## config.mk

```make
export PLATFORM = sky130hd
export DESIGN_NAME = fltflt_engine_flat
export DESIGN_NICKNAME = d
export VERILOG_FILES = /design/src/rtl/fltflt_engine_if.sv /design/src/rtl/fltflt_engine.sv /design/src/flat_wrapper.sv
export SDC_FILE = /design/constraint.sdc
export NUM_CORES = 1
export LEC_CHECK = 0
export BUFFER_PORTS_ARGS = -buffer_cell sky130_fd_sc_hd__buf_2
export CAP_MARGIN = 20
export CORE_MARGIN = 1.5
export CORE_UTILIZATION = 30
export DETAILED_ROUTE_END_ITERATION = 10
export PLACE_DENSITY_LB_ADDON = 0.15
export SKIP_CTS_REPAIR_TIMING = 1
export SLEW_MARGIN = 40
export SYNTH_ARGS = -nofsm -noshare
export SYNTH_HDL_FRONTEND = slang
export SYNTH_SLANG_ARGS = --single-unit
```

## constraint.sdc

```tcl
create_clock -name clk -period 11.4 [get_ports clk]
set_clock_uncertainty 0.1 [all_clocks]
set_input_delay 1.71 -clock clk [delete_from_list [all_inputs] [get_ports clk]]
set_output_delay 1.71 -clock clk [all_outputs]
set_load 0.02 [all_outputs]
```

## src/rtl/fltflt_engine_if.sv

```systemverilog
// Request/done handshake plus byte-wide memory master bus of the half-precision adder.
// The master modport is the engine side; the slave modport is the requester/memory side.
interface fltflt_engine_if #(
  parameter int ADDR_W = 8,
  parameter int DATA_W = 8
);
  logic              req;
  logic              done;
  logic [ADDR_W-1:0] mem_addr;
  logic              mem_wr_en;
  logic [DATA_W-1:0] mem_wdata;
  logic [DATA_W-1:0] mem_rdata;

  modport master (
    input  req,
    input  mem_rdata,
    output done,
    output mem_addr,
    output mem_wr_en,
    output mem_wdata
  );

  modport slave (
    output req,
    output mem_rdata,
    input  done,
    input  mem_addr,
    input  mem_wr_en,
    input  mem_wdata
  );
endinterface

```

## src/rtl/fltflt_engine.sv

```systemverilog
// Half-precision (1/5/10) sign-magnitude adder: on req low it fetches two operands
// from memory, adds them with truncation, writes the sum back and holds done until req rises.
module fltflt_engine #(
  parameter int BASE_ADDR = 128,
  parameter int ADDR_W    = 8,
  parameter int DATA_W    = 8
) (
  input  logic            clk,
  input  logic            reset,
  fltflt_engine_if.master bus
);

  typedef enum logic [3:0] {
    S_IDLE,
    S_RD,
    S_ALIGN,
    S_ADD,
    S_NORM,
    S_PACK,
    S_WR_HI,
    S_WR_LO,
    S_DONE
  } state_t;

  state_t state, state_nx;

  logic [2:0]        rd_cnt;
  logic [DATA_W-1:0] a1_hi, a1_lo, a2_hi, a2_lo;

  logic              s_l_p1;
  logic              sub_p1;
  logic [4:0]        e_l_p1;
  logic [10:0]       m_l_p1;
  logic [10:0]       m_s_p1;

  logic              res_s_p2;
  logic [5:0]        res_e_p2;
  logic [10:0]       res_m_p2;

  logic [15:0]       result_p3;

  logic [15:0]       op1, op2;
  logic [4:0]        e1, e2, e_l, e_s, d;
  logic [10:0]       m1, m2, m_l, m_s, m_s_sh;
  logic              op1_big, s_l;

  logic [11:0]       sum12;
  logic [10:0]       diff11;
  logic [10:0]       add_m, norm_m;
  logic [5:0]        add_e, norm_e;

  // Subnormals share the scale of exponent 1 so they align against normals correctly.
  function automatic logic [4:0] eff_exp(input logic [4:0] e);
    return (e == 5'd0) ? 5'd1 : e;
  endfunction

  function automatic logic norm_need(input logic [10:0] m, input logic [5:0] e);
    return (!m[10]) && (m != 11'd0) && (e > 6'd1);
  endfunction

  function automatic logic [15:0] pack_result(input logic s, input logic [5:0] e,
                                              input logic [10:0] m);
    logic [15:0] r;
    if (m == 11'd0)
      r = 16'h0000;
    else if (e > 6'd31)
      r = {s, 5'h1F, 10'h3FF};
    else
      r = {s, (m[10] ? e[4:0] : 5'd0), m[9:0]};
    return r;
  endfunction

  always_comb begin
    op1     = {a1_hi, a1_lo};
    op2     = {a2_hi, a2_lo};
    e1      = op1[14:10];
    e2      = op2[14:10];
    m1      = {|e1, op1[9:0]};
    m2      = {|e2, op2[9:0]};
    op1_big = ({e1, m1} >= {e2, m2});
    s_l     = op1_big ? op1[15] : op2[15];
    e_l     = op1_big ? eff_exp(e1) : eff_exp(e2);
    e_s     = op1_big ? eff_exp(e2) : eff_exp(e1);
    m_l     = op1_big ? m1 : m2;
    m_s     = op1_big ? m2 : m1;
    d       = e_l - e_s;
    m_s_sh  = (d >= 5'd11) ? 11'd0 : (m_s >> d);
  end

  always_comb begin
    sum12  = {1'b0, m_l_p1} + {1'b0, m_s_p1};
    diff11 = m_l_p1 - m_s_p1;
    add_e  = {1'b0, e_l_p1};
    add_m  = diff11;
    if (!sub_p1) begin
      if (sum12[11]) begin
        add_m = sum12[11:1];
        add_e = {1'b0, e_l_p1} + 6'd1;
      end else begin
        add_m = sum12[10:0];
      end
    end
    norm_m = {res_m_p2[9:0], 1'b0};
    norm_e = res_e_p2 - 6'd1;
  end

  always_ff @(posedge clk) begin
    if (!reset)
      state <= S_IDLE;
    else
      state <= state_nx;
  end

  always_comb begin
    state_nx      = state;
    bus.done      = 1'b0;
    bus.mem_addr  = '0;
    bus.mem_wr_en = 1'b0;
    bus.mem_wdata = '0;
    case (state)
      S_IDLE: begin
        if (!bus.req)
          state_nx = S_RD;
      end
      S_RD: begin
        bus.mem_addr = ADDR_W'(BASE_ADDR) + ADDR_W'((rd_cnt > 3'd3) ? 3'd3 : rd_cnt);
        if (rd_cnt == 3'd4)
          state_nx = S_ALIGN;
      end
      S_ALIGN: state_nx = S_ADD;
      S_ADD:   state_nx = norm_need(add_m, add_e) ? S_NORM : S_PACK;
      S_NORM:  state_nx = norm_need(norm_m, norm_e) ? S_NORM : S_PACK;
      S_PACK:  state_nx = S_WR_HI;
      S_WR_HI: begin
        bus.mem_addr  = ADDR_W'(BASE_ADDR + 4);
        bus.mem_wdata = result_p3[15:8];
        bus.mem_wr_en = 1'b1;
        state_nx      = S_WR_LO;
      end
      S_WR_LO: begin
        bus.mem_addr  = ADDR_W'(BASE_ADDR + 5);
        bus.mem_wdata = result_p3[7:0];
        bus.mem_wr_en = 1'b1;
        state_nx      = S_DONE;
      end
      S_DONE: begin
        bus.done = 1'b1;
        if (bus.req)
          state_nx = S_IDLE;
      end
      default: state_nx = S_IDLE;
    endcase
  end

  always_ff @(posedge clk) begin
    if (!reset) begin
      rd_cnt    <= '0;
      a1_hi     <= '0;
      a1_lo     <= '0;
      a2_hi     <= '0;
      a2_lo     <= '0;
      s_l_p1    <= 1'b0;
      sub_p1    <= 1'b0;
      e_l_p1    <= '0;
      m_l_p1    <= '0;
      m_s_p1    <= '0;
      res_s_p2  <= 1'b0;
      res_e_p2  <= '0;
      res_m_p2  <= '0;
      result_p3 <= '0;
    end else begin
      case (state)
        S_IDLE: rd_cnt <= '0;
        // fetch: byte for address k arrives while address k+1 is presented
        S_RD: begin
          rd_cnt <= rd_cnt + 3'd1;
          case (rd_cnt)
            3'd1:    a1_hi <= bus.mem_rdata;
            3'd2:    a1_lo <= bus.mem_rdata;
            3'd3:    a2_hi <= bus.mem_rdata;
            3'd4:    a2_lo <= bus.mem_rdata;
            default: ;
          endcase
        end
        // p1: operands ordered and the smaller mantissa aligned
        S_ALIGN: begin
          s_l_p1 <= s_l;
          sub_p1 <= op1[15] ^ op2[15];
          e_l_p1 <= e_l;
          m_l_p1 <= m_l;
          m_s_p1 <= m_s_sh;
        end
        // p2: magnitude add/subtract, carry renormalised in place
        S_ADD: begin
          res_s_p2 <= s_l_p1;
          res_e_p2 <= add_e;
          res_m_p2 <= add_m;
        end
        S_NORM: begin
          res_e_p2 <= norm_e;
          res_m_p2 <= norm_m;
        end
        // p3: encoded result held for the two write beats
        S_PACK: result_p3 <= pack_result(res_s_p2, res_e_p2, res_m_p2);
        default: ;
      endcase
    end
  end

endmodule

```

## src/flat_wrapper.sv

```systemverilog
// flat-port wrapper written by rule: the top's interface ports become plain ports
module fltflt_engine_flat 
#(
  parameter int BASE_ADDR = 128,
  parameter int ADDR_W    = 8,
  parameter int DATA_W    = 8
)
  (clk, reset, bus_req, bus_mem_rdata, bus_done, bus_mem_addr, bus_mem_wr_en, bus_mem_wdata);
  fltflt_engine_if #(.ADDR_W(ADDR_W), .DATA_W(DATA_W)) bus_i ();
  input  logic clk;
  input  logic reset;
  input wire logic [$bits(bus_i.req)-1:0] bus_req;
  input wire logic [$bits(bus_i.mem_rdata)-1:0] bus_mem_rdata;
  output wire logic [$bits(bus_i.done)-1:0] bus_done;
  output wire logic [$bits(bus_i.mem_addr)-1:0] bus_mem_addr;
  output wire logic [$bits(bus_i.mem_wr_en)-1:0] bus_mem_wr_en;
  output wire logic [$bits(bus_i.mem_wdata)-1:0] bus_mem_wdata;
  assign bus_i.req = bus_req;
  assign bus_i.mem_rdata = bus_mem_rdata;
  assign bus_done = bus_i.done;
  assign bus_mem_addr = bus_i.mem_addr;
  assign bus_mem_wr_en = bus_i.mem_wr_en;
  assign bus_mem_wdata = bus_i.mem_wdata;
  fltflt_engine #(.BASE_ADDR(BASE_ADDR), .ADDR_W(ADDR_W), .DATA_W(DATA_W)) u_core (.clk(clk), .reset(reset), .bus(bus_i));
endmodule
```

==> impl_metrics.json <==
{
  "status": "completed",
  "io_buffers": 24,
  "grt_pass1_vias": 5741,
  "grt_pass1_wl_um": 31700,
  "place.gp.congestion": 0.777,
  "yosysWarnings": 0,
  "synthDistinctLibCells": 81,
  "hold_viol_final": 0,
  "synthFlopType": "dfxtp_1",
  "endpoint_kind": "flip-flop",
  "hpwl_um": 14200,
  "syn_to_final_growth_pct": 8.88,
  "swShare": 0.255,
  "die_area_um2": 24700,
  "cp.arrival_ns": 5.21,
  "hp-start": "u_core.result_p3[9]",
  "postSynthCellCount": 870,
  "cts_root_buf": "clkbuf_16",
  "startpoint": "u_core.a1_hi[3]",
  "rows": 56,
  "cts_buffer_depth": 2,
  "syn-mean-instance-area_um2": 8.19,
  "final_layout_size_suffix_gt1_frac": 0.0972,
  "p_leak_uw": 0.00308,
  "drt-vias-per-instance": 5.01,
  "tritoncts": "yes",
  "max_cap_violations": 0,
  "cts_max_level": 3,
  "internal_power_uw": 565,
  "insertion_delay_ns": 0.36,
  "grt_usage": 0.162,
  "num_vias": 5928,
  "rsz0062_at_grt": "no",
  "timing.setup.tns_ns": 0,
  "slew_violations": 0,
  "hp-class": "reg2reg",
  "floorplan.initialDensity": 0.305,
  "regArea_um2": 2040,
  "fin_cells": 1183,
  "core_um2": 23400,
  "placedCellCount": 1167,
  "synth-async-reset-ratio": 0,
  "power_switching_uw": 193,
  "wire_per_inst_um": 15.9,
  "max_freq_mhz": 197,
  "overflow": 0,
  "die_h_um": 157,
  "fin_crit_ns": 5.06,
  "grt_max_degree": 102,
  "routed_wl_um": 18800,
  "drtIter0Drc": 294,
  "clkTransAtPathRegs_ns": 0.07,
  "synth_edf_count": 0,
  "multiInputGateArea_um2": 4640,
  "io-pin-count": 29,
  "crit_path_max_fanout": 48,
  "p_seq_frac": 0.476,
  "critPathKind": "reg2reg",
  "ir_drop_uv": 67.6,
  "worstReg2RegStart": "u_core.a1_hi[3]",
  "required_ns": 11.54,
  "cts_buffers": 9,
  "synth_seq_area_share": 0.287,
  "fin_crit_sh": 0.444,
  "setup_violations": 0,
  "antenna_found_initial": 0,
  "dr.pass1.iters": 4,
  "tightest_slew_ns": 0.758,
  "max-slew-margin-rel": 0.494,
  "die_w_um": 157,
  "fill_cells": 2551,
  "startpoint_type": "flip-flop",
  "nNetsFinal": 922,
  "n_antenna_cell": 0,
  "antenna_left": 0,
  "cts.sinks": 102,
  "drc": 0,
  "netlist_area_um2": 7130,
  "clock_power_share": 0.442,
  "p_per_area_nw_per_um2": 97.7,
  "combPwrFrac": 0.082,
  "r2r_slack_ns": 6.34,
  "synth-seq-cells": 102
}
==> metrics by stage <==
stage / total power (µW) / utilization / worst slack, ns / hold WS (ns) / instance area [µm²]
after global routing: 790 / 0.332 / 5.97 / 0.388 / 7760
after floorplan: 418 / - / 6.72 / 0.340 / 7140
after detailed placement: 432 / 0.318 / 6.35 / 0.362 / 7440
after global placement: 432 / 0.318 / 6.41 / 0.354 / 7430
after CTS: 770 / 0.332 / 6.33 / 0.372 / 7760
final: 758 / 0.332 / 6.34 / 0.368 / 7760
==> cells in the final DEF, fill, tap and decap left out, types with 9 or more instances in the layout <==
cell         n
o211a_1     14
clkbuf_16    9
a21oi_1     34
nor2_1      47
nand2_1    100
nor3_1      18
o21ai_0     41
nor2b_1     21
a21boi_0    43
ha_1        49
nand3_1     35
buf_2       24
nand2b_1    10
xor2_1      10
xnor2_1     12
dfxtp_1    101
mux2i_1     51
inv_1       49
and2_1      18
a22oi_1     14
o211ai_1    25
==> sequential cells by signal, summed over array words and instances (netlist names) <==
name and count:
u_core.a2_lo 8, u_core.m_l_p1 11, u_core.m_s_p1 11, u_core.res_e_p2 6, u_core.result_p3 16, u_core.res_s_p2 1
u_core.state 4, u_core.a2_hi 8, u_core.a1_hi 8, u_core.a1_lo 8, u_core.rd_cnt 3, u_core.res_m_p2 11
u_core.sub_p1 1, u_core.s_l_p1 1, u_core.e_l_p1 5
==> kinds of logic after synthesis <==
kind of cell	count (synthesis)	share of synthesized area
muxes	58	0.0858
DFF	102	0.287
adders and majority gates	52	0.0945
and+or+nand+nor	294	0.203
buffers and inverters	107	0.0676
xor gates and xnor gates	22	0.0270
AOI/OAI and AO/OA	234	0.235
other	1	0.000526
==> power by group through the flow <==
stage	sequential [µW]	clock (µW)	combinational, µW
after floorplan	366	0	51.6
after global placement	369	0	63.3
after detailed placement	369	0	62.9
after CTS	361	347	63.1
after global routing	361	360	69.0
final	361	335	62.5
==> layer usage <==
metal  track usage  share of wire  vias up
met4        0.0301         0.0092        0
met1         0.226           0.51     2765
met2         0.262           0.46       63
met3        0.0297          0.022       15
met5             0              0        -
li1              -              -     3085
==> cell usage after synthesis (18+ instances only) <==
library cell / number / area [µm²]
dfxtp_1: 102 / 2040
nand2_1: 100 / 375
mux2i_1: 51 / 510
nor2_1: 50 / 188
ha_1: 49 / 613
inv_1: 49 / 184
a21boi_0: 43 / 323
o21ai_0: 41 / 205
clkbuf_1: 37 / 139
nand3_1: 35 / 175
a21oi_1: 34 / 170
o211ai_1: 25 / 188
nor2b_1: 21 / 131
and2_1: 18 / 113
nor3_1: 18 / 90.1
==> cell type report <==
type	instances	area share
clock buffer	11	0.0326
clock inverter	5	0.00822
timing repair buffer	30	0.0218
sequential	102	0.263
multi-input combinational	664	0.598
tap	319	0.0514
inverter	52	0.0252
==> path summary, 6_finish.rpt <==
path / endpoint / cells after the start
worst max-delay path: u_core.m_s_p1[1] / 16
worst min register to register: u_core.result_p3[9] / 2
worst max register to register: u_core.m_s_p1[1] / 16
worst min-delay path: u_core.result_p3[9] / 2
==> worst max-delay path, cell delays in order, from the launching register on <==
cell,delay [ns]
dfxtp_1,0.36
or4_1,0.53
nor2_1,0.24
inv_1,0.08
ha_1,0.27
nand2_1,0.05
o21ai_0,0.14
nand2_1,0.11
o211ai_4,0.08
buf_4,0.47
mux2_2,0.42
ha_1,0.23
fa_1,0.44
xor2_1,0.52
mux4_2,0.58
a211oi_1,0.23
nor3b_1,0.08
Power figures use the tool's default switching activity.
